$ cat src/rtl/calc_pkg.sv
// Shared definitions for the calculator datapath: operand-steering modes and
// the helper that sizes channel-index fields.
package calc_pkg;

   localparam logic MODE_FIXED = 1'b0;
   localparam logic MODE_RR    = 1'b1;

   function automatic int unsigned chan_idx_w(input int unsigned n);
      return (n < 2) ? 1 : $clog2(n);
   endfunction

endpackage

$ cat src/rtl/rr_arbiter.sv
// Round-robin arbiter: grants the first requester at or after the rotating
// pointer, and advances the pointer past the granted channel on request.
module rr_arbiter
   import calc_pkg::*;
#(
   parameter  int unsigned CHANNELS = 4,
   localparam int unsigned SEL_W    = chan_idx_w(CHANNELS)
) (
   input  logic                clk,
   input  logic                rst,
   input  logic [CHANNELS-1:0] req,
   input  logic                advance,
   output logic [CHANNELS-1:0] grant,
   output logic [SEL_W-1:0]    grant_idx
);

   localparam logic [SEL_W:0]   CH_CNT  = (SEL_W + 1)'(CHANNELS);
   localparam logic [SEL_W-1:0] CH_LAST = SEL_W'(CHANNELS - 1);

   logic [SEL_W-1:0] r_ptr;
   logic [SEL_W:0]   w_sum;
   logic [SEL_W-1:0] w_idx;
   logic             w_found;

   // One extra bit on the sum so the wrap works for non-power-of-two counts.
   always_comb begin
      grant     = '0;
      grant_idx = '0;
      w_found   = 1'b0;
      w_sum     = '0;
      w_idx     = '0;
      for (int unsigned off = 0; off < CHANNELS; off++) begin
         w_sum = {1'b0, r_ptr} + (SEL_W + 1)'(off);
         if (w_sum >= CH_CNT) begin
            w_sum = w_sum - CH_CNT;
         end
         w_idx = w_sum[SEL_W-1:0];
         if (!w_found && req[w_idx]) begin
            grant[w_idx] = 1'b1;
            grant_idx    = w_idx;
            w_found      = 1'b1;
         end
      end
   end

   always_ff @(posedge clk or posedge rst) begin
      if (rst) begin
         r_ptr <= '0;
      end else if (advance) begin
         r_ptr <= (grant_idx == CH_LAST) ? '0 : grant_idx + 1'b1;
      end
   end

endmodule

$ cat src/rtl/operand_mux_arb.sv
// N-channel operand selector with fixed or round-robin selection feeding a
// single-entry registered valid/ready output stage.
module operand_mux_arb
   import calc_pkg::*;
#(
   parameter  int unsigned WIDTH    = 4,
   parameter  int unsigned CHANNELS = 4,
   localparam int unsigned SEL_W    = chan_idx_w(CHANNELS)
) (
   input  logic                      clk,
   input  logic                      rst,
   input  logic [CHANNELS*WIDTH-1:0] in_data,
   input  logic [CHANNELS-1:0]       in_valid,
   output logic [CHANNELS-1:0]       in_ready,
   input  logic                      mode,
   input  logic [SEL_W-1:0]          sel,
   output logic [WIDTH-1:0]          out_data,
   output logic [SEL_W-1:0]          out_chan,
   output logic                      out_valid,
   input  logic                      out_ready
);

   logic                r_out_valid;
   logic [WIDTH-1:0]    r_out_data;
   logic [SEL_W-1:0]    r_out_chan;

   logic                w_rr_mode;
   logic                w_load_en;
   logic                w_xfer;
   logic [CHANNELS-1:0] w_req;
   logic [CHANNELS-1:0] w_fix_grant;
   logic [CHANNELS-1:0] w_rr_grant;
   logic [CHANNELS-1:0] w_grant;
   logic [SEL_W-1:0]    w_rr_idx;
   logic [SEL_W-1:0]    w_idx;
   logic [WIDTH-1:0]    w_data;

   assign w_rr_mode = (mode == MODE_RR);
   assign w_load_en = !r_out_valid || out_ready;
   // Gating requests with reset keeps in_ready low while reset is held.
   assign w_req     = in_valid & {CHANNELS{!rst}};

   // An out-of-range select matches no channel and so grants nothing.
   always_comb begin
      w_fix_grant = '0;
      for (int unsigned i = 0; i < CHANNELS; i++) begin
         if (sel == SEL_W'(i)) begin
            w_fix_grant[i] = w_req[i];
         end
      end
   end

   rr_arbiter #(
      .CHANNELS (CHANNELS)
   ) u_rr_arbiter (
      .clk       (clk),
      .rst       (rst),
      .req       (w_req),
      .advance   (w_xfer && w_rr_mode),
      .grant     (w_rr_grant),
      .grant_idx (w_rr_idx)
   );

   assign w_grant  = w_rr_mode ? w_rr_grant : w_fix_grant;
   assign w_idx    = w_rr_mode ? w_rr_idx : sel;
   assign w_xfer   = (|w_grant) && w_load_en;
   assign in_ready = w_grant & {CHANNELS{w_load_en}};

   always_comb begin
      w_data = '0;
      for (int unsigned i = 0; i < CHANNELS; i++) begin
         w_data = w_data | (in_data[i*WIDTH +: WIDTH] & {WIDTH{w_grant[i]}});
      end
   end

   always_ff @(posedge clk or posedge rst) begin
      if (rst) begin
         r_out_valid <= 1'b0;
         r_out_data  <= '0;
         r_out_chan  <= '0;
      end else if (w_xfer) begin
         r_out_valid <= 1'b1;
         r_out_data  <= w_data;
         r_out_chan  <= w_idx;
      end else if (out_ready) begin
         r_out_valid <= 1'b0;
      end
   end

   assign out_valid = r_out_valid;
   assign out_data  = r_out_data;
   assign out_chan  = r_out_chan;

endmodule
$ cat config.mk
export PLATFORM = sky130hd
export DESIGN_NAME = operand_mux_arb
export DESIGN_NICKNAME = d
export VERILOG_FILES = /design/src/rtl/calc_pkg.sv /design/src/rtl/rr_arbiter.sv /design/src/rtl/operand_mux_arb.sv
export SDC_FILE = /design/constraint.sdc
export NUM_CORES = 1
export LEC_CHECK = 0
export ABC_AREA = 1
export CELL_PAD_IN_SITES_DETAIL_PLACEMENT = 0
export CELL_PAD_IN_SITES_GLOBAL_PLACEMENT = 2
export CORE_ASPECT_RATIO = 0.5
export CORE_MARGIN = 2
export CORE_UTILIZATION = 25
export DETAILED_ROUTE_END_ITERATION = 10
export PLACE_DENSITY = 0.86
export SLEW_MARGIN = 20
export SYNTH_ARGS = -nofsm -noshare
export SYNTH_HDL_FRONTEND = slang
export SYNTH_SLANG_ARGS = --single-unit
$ cat constraint.sdc
create_clock -name clk -period 3.24 [get_ports clk]
set_input_delay 0.486 -clock clk [delete_from_list [all_inputs] [get_ports clk]]
set_output_delay 0.486 -clock clk [all_outputs]
set_load 0.01 [all_outputs]
## Word level (Yosys, flattened, before mapping)

Index checks and enable logic that the tools add are counted.

- $add $sub $neg: 8
- $lt $le $gt $ge: 12
- Eq/ne operators: 4
- Mux-type cells: 40
- Bitwise logic cells: 12
- Reduce and logical (&&, ||, !) cells: 18

Operators by type and width:

| cell | count |
|---|---|
| 4-bit AND | 6 |
| 4-bit bitwise OR | 6 |
| 2-bit 2-to-1 mux | 10 |
| 4-bit 2-to-1 mux | 5 |
| 1-bit 2-to-1 mux | 17 |
| 2-bit by 3-bit less-than comparator with 1-bit output, second input constant | 4 |
| 3-bit >= comparator, second input constant | 3 |
| 1-bit logical AND | 9 |
| 1-bit binary-select mux with 2-bit select | 4 |
| 1-bit demux with 2-bit select | 4 |
| 2-bit by 1-bit >= comparator with 1-bit output, second input constant | 4 |
| 2-bit by 1-bit subtractor with 2-bit output, second input constant | 4 |
| 2-bit by 2-bit adder with 3-bit output, second input constant | 2 |
| 2-bit equality test, second input constant | 3 |
| 1-bit zero test | 5 |
| 4-bit OR reduction | 1 |
| 2-bit by 1-bit adder with 3-bit output, second input constant | 1 |
| 2-bit by 3-bit >= comparator with 1-bit output, second input constant | 1 |
| 2-bit by 1-bit adder with 2-bit output, second input constant | 1 |
| 2-bit by 1-bit equality test with 1-bit output, second input constant | 1 |
| 2-bit zero test | 1 |
| 2-bit nonzero test | 1 |
| 1-bit logical OR | 1 |

- Flip-flop bits (word level): 9
- Bits of input ports: 26
- Word-level logic and storage cells: 98

## Longest topological paths before layout

Gate-level depths: netlist of run 1.

- Word-level depth: 19
- Gate-level depth with buffers: 18
- Mapped depth without buffers: 17

## By module

A second synthesis of run 1 with hierarchy kept.

- Cell total of the unflattened synthesis: 220
- Area total of the unflattened synthesis: 1,338.8 um2

By module, submodules not included:

| module | times used | cells each | area each (um2) |
|---|---|---|---|
| operand_mux_arb | 1 | 125 | 690.7 |
| rr_arbiter | 1 | 95 | 648.1 |

## Worst setup path before layout of run 1

Ideal clock, no wire load.

- Path kind: register -> output
- Start point: register u_rr_arbiter.r_ptr[1]
- End point: output in_ready[0]
- Arrival time: 1.899 ns
- Required time: 2.754 ns
- Slack: 0.855 ns
- Stages on the path, launching flop included: 12
- Path through: dfrtp_1 inv_1 ha_1 inv_1 nand3_1 nand2_1 nand2_4 nor2_8 nand2_1 nand3_2 nand2_2 nor2_1

- Word-level cells in the longest chain between the ends: 16

RTL lines:

| item | RTL line | RTL |
|---|---|---|
| start, declared | rr_arbiter.sv:20 | `logic [SEL_W-1:0] r_ptr;` |
| start signal, assigned | rr_arbiter.sv:50 | `r_ptr <= (grant_idx == CH_LAST) ? '0 : grant_idx + 1'b1;` |
| branches (longest 13 deep; another with 2-bit by 1-bit adder with 3-bit output) | n/a |  |
| 4-bit 2-to-1 mux (*) | rr_arbiter.sv:38 | `if (!w_found && req[w_idx]) begin` |
| 4-bit 2-to-1 mux (*) | operand_mux_arb.sv:64 | `assign w_grant = w_rr_mode ? w_rr_grant : w_fix_grant;` |
| 4-bit AND (*) | operand_mux_arb.sv:67 | `assign in_ready = w_grant & {CHANNELS{w_load_en}};` |
| end, declared | operand_mux_arb.sv:14 | `output logic [CHANNELS-1:0] in_ready,` |

Mark *: on every way between the ends. The select of a mux whose other input is x is not followed.

## Worst setup path in the final report of run 1

- Start point: input rst
- End point: output in_ready[0]

- Word-level cells in the longest chain between the ends: 16

RTL lines:

| item | RTL line | RTL |
|---|---|---|
| start, declared | operand_mux_arb.sv:11 | `input logic rst,` |
| 1-bit zero test (no source line) (*) | n/a |  |
| 4-bit AND (*) | operand_mux_arb.sv:41 | `assign w_req = in_valid & {CHANNELS{!rst}};` |
| 1-bit binary-select mux with 2-bit select | rr_arbiter.sv:38 |  |
| 1-bit 2-to-1 mux (not written as such) | rr_arbiter.sv:38 |  |
| 1-bit 2-to-1 mux | rr_arbiter.sv:38 |  |
| 1-bit zero test | rr_arbiter.sv:38 |  |
| 1-bit logical AND | rr_arbiter.sv:38 |  |
| 1-bit 2-to-1 mux | rr_arbiter.sv:38 |  |
| 1-bit zero test | rr_arbiter.sv:38 |  |
| 1-bit logical AND | rr_arbiter.sv:38 |  |
| 1-bit 2-to-1 mux | rr_arbiter.sv:38 |  |
| 1-bit zero test | rr_arbiter.sv:38 |  |
| 1-bit logical AND | rr_arbiter.sv:38 |  |
| 4-bit 2-to-1 mux | rr_arbiter.sv:38 |  |
| 4-bit 2-to-1 mux (*) | operand_mux_arb.sv:64 |  |
| 4-bit AND (*) | operand_mux_arb.sv:67 |  |

Mark *: on every way between the ends. The rest lies on a longest branch, timed or not. The select of a mux whose other input is x is not followed.

==> out/metrics.yaml, run 1 <==
synth:
  synthTopCellsByArea: "nand2_1, dfrtp_1, ha_1, nand3_1, nand3_2"
  syn_area_per_cell_um2: 6.43
  syn-num-nets: 212
  async_flop_share_pct: 100
  synth.top_cell.area_share_pct: 20.2
  synth_seq_cells: 9
  synth-edff-count: 0
  yosys_warnings: 0
  synth_xor_area_share_pct: 0.761
  yosysMostFrequentCell: "nand2_1"
  synth_simple_gate_area_share_pct: 58.5
  yosys.area.top_type: "nand2_1"
  postSynthCellCount: 179
  synthAdderAreaFrac_pct: 7.61
  synth_top_family_by_area: "simple AND/OR/NAND/NOR gates"
  synth.distinct_cells: 24
  ys.flop_type: "dfrtp_1"
  synth_seq_area_share_pct: 19.6
  synth_area_um2: 1150
  ys_top_cells_by_count: "nand2_1, nand3_1, inv_1, nor2_1"
  muxShareOfSynthArea_pct: 0
  synth_compound_area_share_pct: 4.13
outcome:
  status: "finished clean"
worst_setup_path:
  critPathLaunch: "rst"
  critPathCaptureType: "primary output"
  crit_fanout: 9
  required_ps: 2750
  critPathKind: "input port to primary output"
  critPathLaunchType: "input port"
  cp_data_arrival_time_ps: 2520
pwr:
  power_density_nw_per_um2: 802
  p_leak_nw: 0.818
  total_power_mw: 1.32
  irDropWorstVdd_uv: 226
sta:
  slew_viol_final: 0
  whs_ps: 475
  fin_crit_sh_pct: 92.8
  min_period_ps: 3010
  setup_viol: 0
  rsz0062_at_grt: "false"
  hold_viol: 0
  max_slew.worst_pin.slew_ps: 412
  finalClockSkew_ps: 3.00
  slew_headroom_pct: 72.4
  setup_tns_ps: 0
  max_freq_mhz: 333
grt:
  grt_pass1_wl_mm: 5.22
  antenna_found_initial: 0
  grt_max_degree: 14
  overflow: 0
  grt_pass1_vias: 1131
  grtUsageTotal_pct: 12.6
worst_hold_path:
  min_from: "out_data[1]$_DFFE_PP0P_"
  hold_class: "register to register"
place:
  port_buffers: 36
  hpwl_mm: 2.70
  gp_congestion: 0.826
finish:
  finalNetCount: 256
  fillCellCount: 497
  regArea_um2: 225
  multi_input_area_um2: 817
  diodes: 0
  drive_gt1_share_pct: 17.6
  syn_to_final_growth_pct: 43.2
floorplan:
  die-area_um2: 5200
  start_util_pct: 26.1
  die_w_um: 100
  core_um2: 4400
  die_h_um: 52.0
  ios: 37
  num_rows: 17
clocking:
  cts_resized: 0
  cts_setup_buffers: 0
  cts.htree.levels: 1
  clk_latency_ps: 230
  cts_buffers: 3
  cts-root-buf: "clkbuf_8"
  cts_sinks: 9
  cts.hold.buffers_added: 0
  cts_tree: "built"
  cts.clk_slew.worst_paths_ps: 40
  cts.path.max_buffers: 2
route:
  via_per_inst: 4.28
  routed_wl_mm: 3.15
  drt-initial-drc-count: 46
  first_pass_iters: 4
  num_vias: 1195
  post-route-drc-count: 0
  detail-route-antenna-nets: 0
  wl_per_cell_um: 11.3
job:
  cap_viol_max_count: 0
-- final timing paths --
path | end | slack [ps] | cells past startpoint
setup / recovery | in_ready[0] | 230 | 13
hold / removal | out_data[1]$_DFFE_PP0P_ | 480 | 2
setup reg to reg | register | 1050 | 16
hold reg to reg | out_data[1]$_DFFE_PP0P_ | 480 | 2
max in group asynchronous | out_data[1]$_DFFE_PP0P_ | 2400 | 3
min in group asynchronous | out_chan[0]$_DFFE_PP0P_ | 690 | 3
-- cell families (layout without fill, tap and decap cells) --
| family | after synthesis | after routing |
|---|---|---|
| buf+inv | 24 | 67 |
| compound gates | 9 | 9 |
| xor+xnor | 1 | 1 |
| flops | 9 | 9 |
| simple gates | 129 | 129 |
| fa+ha+maj | 7 | 7 |
-- per-stage QoR --
step | cell area (um^2) | std cells | utilization [%] | setup WS [ps]
detailed placement | 1600 | 275 | 36.4 | 223
CTS | 1650 | 279 | 37.4 | 221
floorplan | 1150 | 179 | - | 855
finish | 1650 | 279 | 37.4 | 234
global placement | 1600 | 275 | 36.4 | 241
global route | 1650 | 279 | 37.4 | 48.0
-- layout make-up --
class | count | share of cell area, %
clock buffers | 3 | 2.51
inverters | 21 | 5.01
well taps | 57 | 4.33
clock inverters | 1 | 0.304
multi-input cells | 146 | 49.6
repair buffers | 42 | 24.6
flip-flops and latches | 9 | 13.7
-- power breakdown --
group / total (mW) / internal (mW) / switching [mW]
logic: 0.991 / 0.403 / 0.588
registers: 0.203 / 0.167 / 0.0358
clock network: 0.128 / 0.0838 / 0.0444
-- per-layer routing --
metal	routed length, um	global-route usage [%]	vias to the layer above
li1	-	-	658
met1	1690	18.2	513
met2	1330	20.5	22
met3	116	0.672	2
met4	9	3.42	0
met5	0	0	-
-- worst max-delay path: stages --
cell and delay, ps:
clkdlybuf4s50_1 410, inv_2 140, nand3_1 130, nand2_1 100, nand2_1 60, nand2_1 90, nand2_2 100, nor2_8 150
nand2_1 80, nand3_2 80, nand2_2 60, nor2_1 90, clkdlybuf4s50_1 540
-- cell usage in the layout (no fill, tap or decap), drive strengths merged --
| cell | n |
|---|---|
| nor3 | 1 |
| nand2 | 76 |
| o21ai | 5 |
| clkinv | 2 |
| nand3 | 25 |
| o211ai | 1 |
| inv | 20 |
| a21oi | 3 |
| ha | 7 |
| clkbuf | 3 |
| nor2 | 18 |
| xnor2 | 1 |
| buf | 6 |
| clkdlybuf4s50 | 36 |
| nand4 | 9 |
| dfrtp | 9 |
Power figures use the tool's default switching activity.
==> run 2: changes to the inputs <==
--- a/config.mk
+++ b/config.mk
@@ -7,12 +7,11 @@
 export LEC_CHECK = 0
 export ABC_AREA = 1
 export CELL_PAD_IN_SITES_DETAIL_PLACEMENT = 0
-export CELL_PAD_IN_SITES_GLOBAL_PLACEMENT = 2
-export CORE_ASPECT_RATIO = 0.5
+export CELL_PAD_IN_SITES_GLOBAL_PLACEMENT = 1
 export CORE_MARGIN = 2
-export CORE_UTILIZATION = 25
+export CORE_UTILIZATION = 34
 export DETAILED_ROUTE_END_ITERATION = 10
-export PLACE_DENSITY = 0.86
+export PLACE_DENSITY = 0.85
 export SLEW_MARGIN = 20
 export SYNTH_ARGS = -nofsm -noshare
 export SYNTH_HDL_FRONTEND = slang
==> out/metrics.yaml, run 2 (synthesis gave the netlist of run 1 again) <==
sta:
  fin_crit_sh_pct: 94.8  # +2.0 points
  hold_viol: 0  # unchanged
  setup_tns_ps: 0  # unchanged
  max_freq_mhz: 326  # -2.1%
  setup_viol: 0  # unchanged
  min_period_ps: 3070  # +64.1 ps
  rsz0062_at_grt: "false"
  finalClockSkew_ps: 2.99  # -0.00391 ps
  max_slew.worst_pin.slew_ps: 409  # -3.44 ps
  slew_viol_final: 0  # unchanged
  slew_headroom_pct: 72.7  # +0.23 points
finish:
  diodes: 0  # unchanged
  final_common_cell: "nand2_1"
  syn_to_final_growth_pct: 38.7
  post-route-cell-area_um2: 1600  # -3.1%
  final_cell_mix: "nand2_1, clkdlybuf4s50_1, nand3_1"
  finalNetCount: 253  # -1.2%
  drive_gt1_share_pct: 16.4  # -1.1 points
  fin_cells: 265  # -5.0%
job:
  cap_viol_max_count: 0  # unchanged
grt:
  grt_pass1_wl_mm: 5.18  # -0.79%
  grt_pass1_vias: 1156  # +2.2%
  grt_max_degree: 14  # unchanged
  antenna_found_initial: 0  # unchanged
  grtUsageTotal_pct: 16.3  # +3.8 points
  overflow: 0  # unchanged
place:
  placed_cells: 261  # -5.1%
  dpl_cell_area_um2: 1570  # -2.3%
  gp_congestion: 0.848  # +2.7%
  hpwl_mm: 2.53  # -6.4%
  port_buffers: 36  # unchanged
route:
  num_vias: 1223  # +2.3%
  wl_per_cell_um: 11.2  # -0.37%
  drt-initial-drc-count: 51  # +11%
  first_pass_iters: 5  # +1
  via_per_inst: 4.62  # +7.7%
  post-route-drc-count: 0  # unchanged
  detail-route-antenna-nets: 0  # unchanged
  routed_wl_mm: 2.98  # -5.4%
floorplan:
  core_um2: 3280  # -25%
  start_util_pct: 35.0  # +8.9 points
  ios: 37  # unchanged
  die_w_um: 62.2  # -38%
  die-area_um2: 3870  # -26%
  die_h_um: 62.2  # +20%
  num_rows: 21  # +4
worst_hold_path:
  min_from: "out_data[0]$_DFFE_PP0P_"
  hold-path-endpoint: "out_data[0]$_DFFE_PP0P_"
  hold_path_depth: 2  # unchanged
  hold_class: "register to register"
worst_setup_path:
  required_ps: 2750  # about the same
  reg2reg_to: "out_data[3]$_DFFE_PP0P_"
  worst_r2r_path_depth: 17  # +1
  crit_fanout: 9  # unchanged
  critPathLaunchType: "register"
  crit_chain: "inv_4 -> ha_1 -> inv_1 -> nand3_1 -> nand2_1 -> nand2_4 -> nor2_8 -> nand2_1 -> nand3_2 -> nand2_2 -> nor2_1 -> clkdlybuf4s50_1"
  critPathCaptureType: "primary output"
  rrSetupSlack_ps: 980  # -70 ps
  max_stage_delay_ps: 540  # about the same
  critPathKind: "register to primary output"
  path_common_cell: "nand2_1"
  slowest_stage: "clkdlybuf4s50_1"
  cp_data_arrival_time_ps: 2580  # +60 ps
clocking:
  cts.path.max_buffers: 2  # unchanged
  cts_tree: "built"
  cts_buffers: 3  # unchanged
  clk_latency_ps: 250  # +20 ps
  cts_resized: 0  # unchanged
  cts-root-buf: "clkbuf_4"
  cts.clk_slew.worst_paths_ps: 60  # +20 ps
  cts.hold.buffers_added: 0  # unchanged
  cts.htree.levels: 1  # unchanged
  cts_sinks: 9  # unchanged
  cts_setup_buffers: 0  # unchanged
pwr:
  irDropWorstVdd_uv: 336  # +48%
  power_density_nw_per_um2: 780  # -2.8%
  p_leak_nw: 0.793  # -3.0%
outcome:
  status: "finished clean"
[run 2: stage by stage]
stage	util (%)	setup slack [ps]	hold WS (ps)	total power [mW]
final	48.6	170	481	1.25
after global routing	48.6	2.16	506	1.38
after CTS	48.5	65.5	482	1.24
after detailed placement	47.7	205	470	1.15
after global placement	47.7	233	464	1.14
after floorplan	-	855	390	0.878
[run 2: per-layer routing]
metal  vias to the layer above  share of wire (%)  GRT usage [%]
met5                         -                  0              0
met4                         0                  0           4.17
met3                         0                3.3           1.81
met2                        29                 49           28.1
met1                       540                 48           21.8
li1                        654                  -              -
[run 2: critical path, delay by kind of cell (launching register included)]
| kind | cells | cell delay [ps] |
|---|---|---|
| adders and majority gates | 1 | 350 |
| DFF | 1 | 380 |
| and+or+nand+nor | 8 | 830 |
| buffers and inverters | 3 | 760 |
[run 2: worst max-delay path by stage]
stage | start | to | slack, ps | depth (start not counted)
5_1_grt | u_rr_arbiter.r_ptr[1]$_DFFE_PP0P_ | in_ready[0] | 2 | 12
6_report | register | in_ready[0] | 170 | 12
2_1_floorplan | u_rr_arbiter.r_ptr[1]$_DFFE_PP0P_ | in_ready[0] | 860 | 11
3_3_place_gp | rst | in_ready[0] | 230 | 12
4_1_cts | u_rr_arbiter.r_ptr[1]$_DFFE_PP0P_ | in_ready[0] | 70 | 12
3_5_place_dp | rst | in_ready[0] | 210 | 12
[run 2: cell type report]
type                       count  area [um^2]
tap                           46         57.6
fill                         344         1690
clock buffer                   4         26.3
sequential                     9          225
multi-input combinational    146          822
timing repair buffer          39          383
inverter                      21         82.6
[run 2: power breakdown]
group          internal (mW)  switching [mW]
registers              0.166          0.0313
clock network         0.0472          0.0351
logic                  0.379           0.586
total                  0.593           0.653
==> run 3: changes to the inputs <==
--- a/config.mk
+++ b/config.mk
@@ -12,7 +12,7 @@
 export CORE_UTILIZATION = 34
 export DETAILED_ROUTE_END_ITERATION = 10
 export PLACE_DENSITY = 0.85
-export SLEW_MARGIN = 20
+export SLEW_MARGIN = 15
 export SYNTH_ARGS = -nofsm -noshare
 export SYNTH_HDL_FRONTEND = slang
 export SYNTH_SLANG_ARGS = --single-unit
==> results of run 3 <==
Final layout, timing and power as in run 2 (identical DEF).
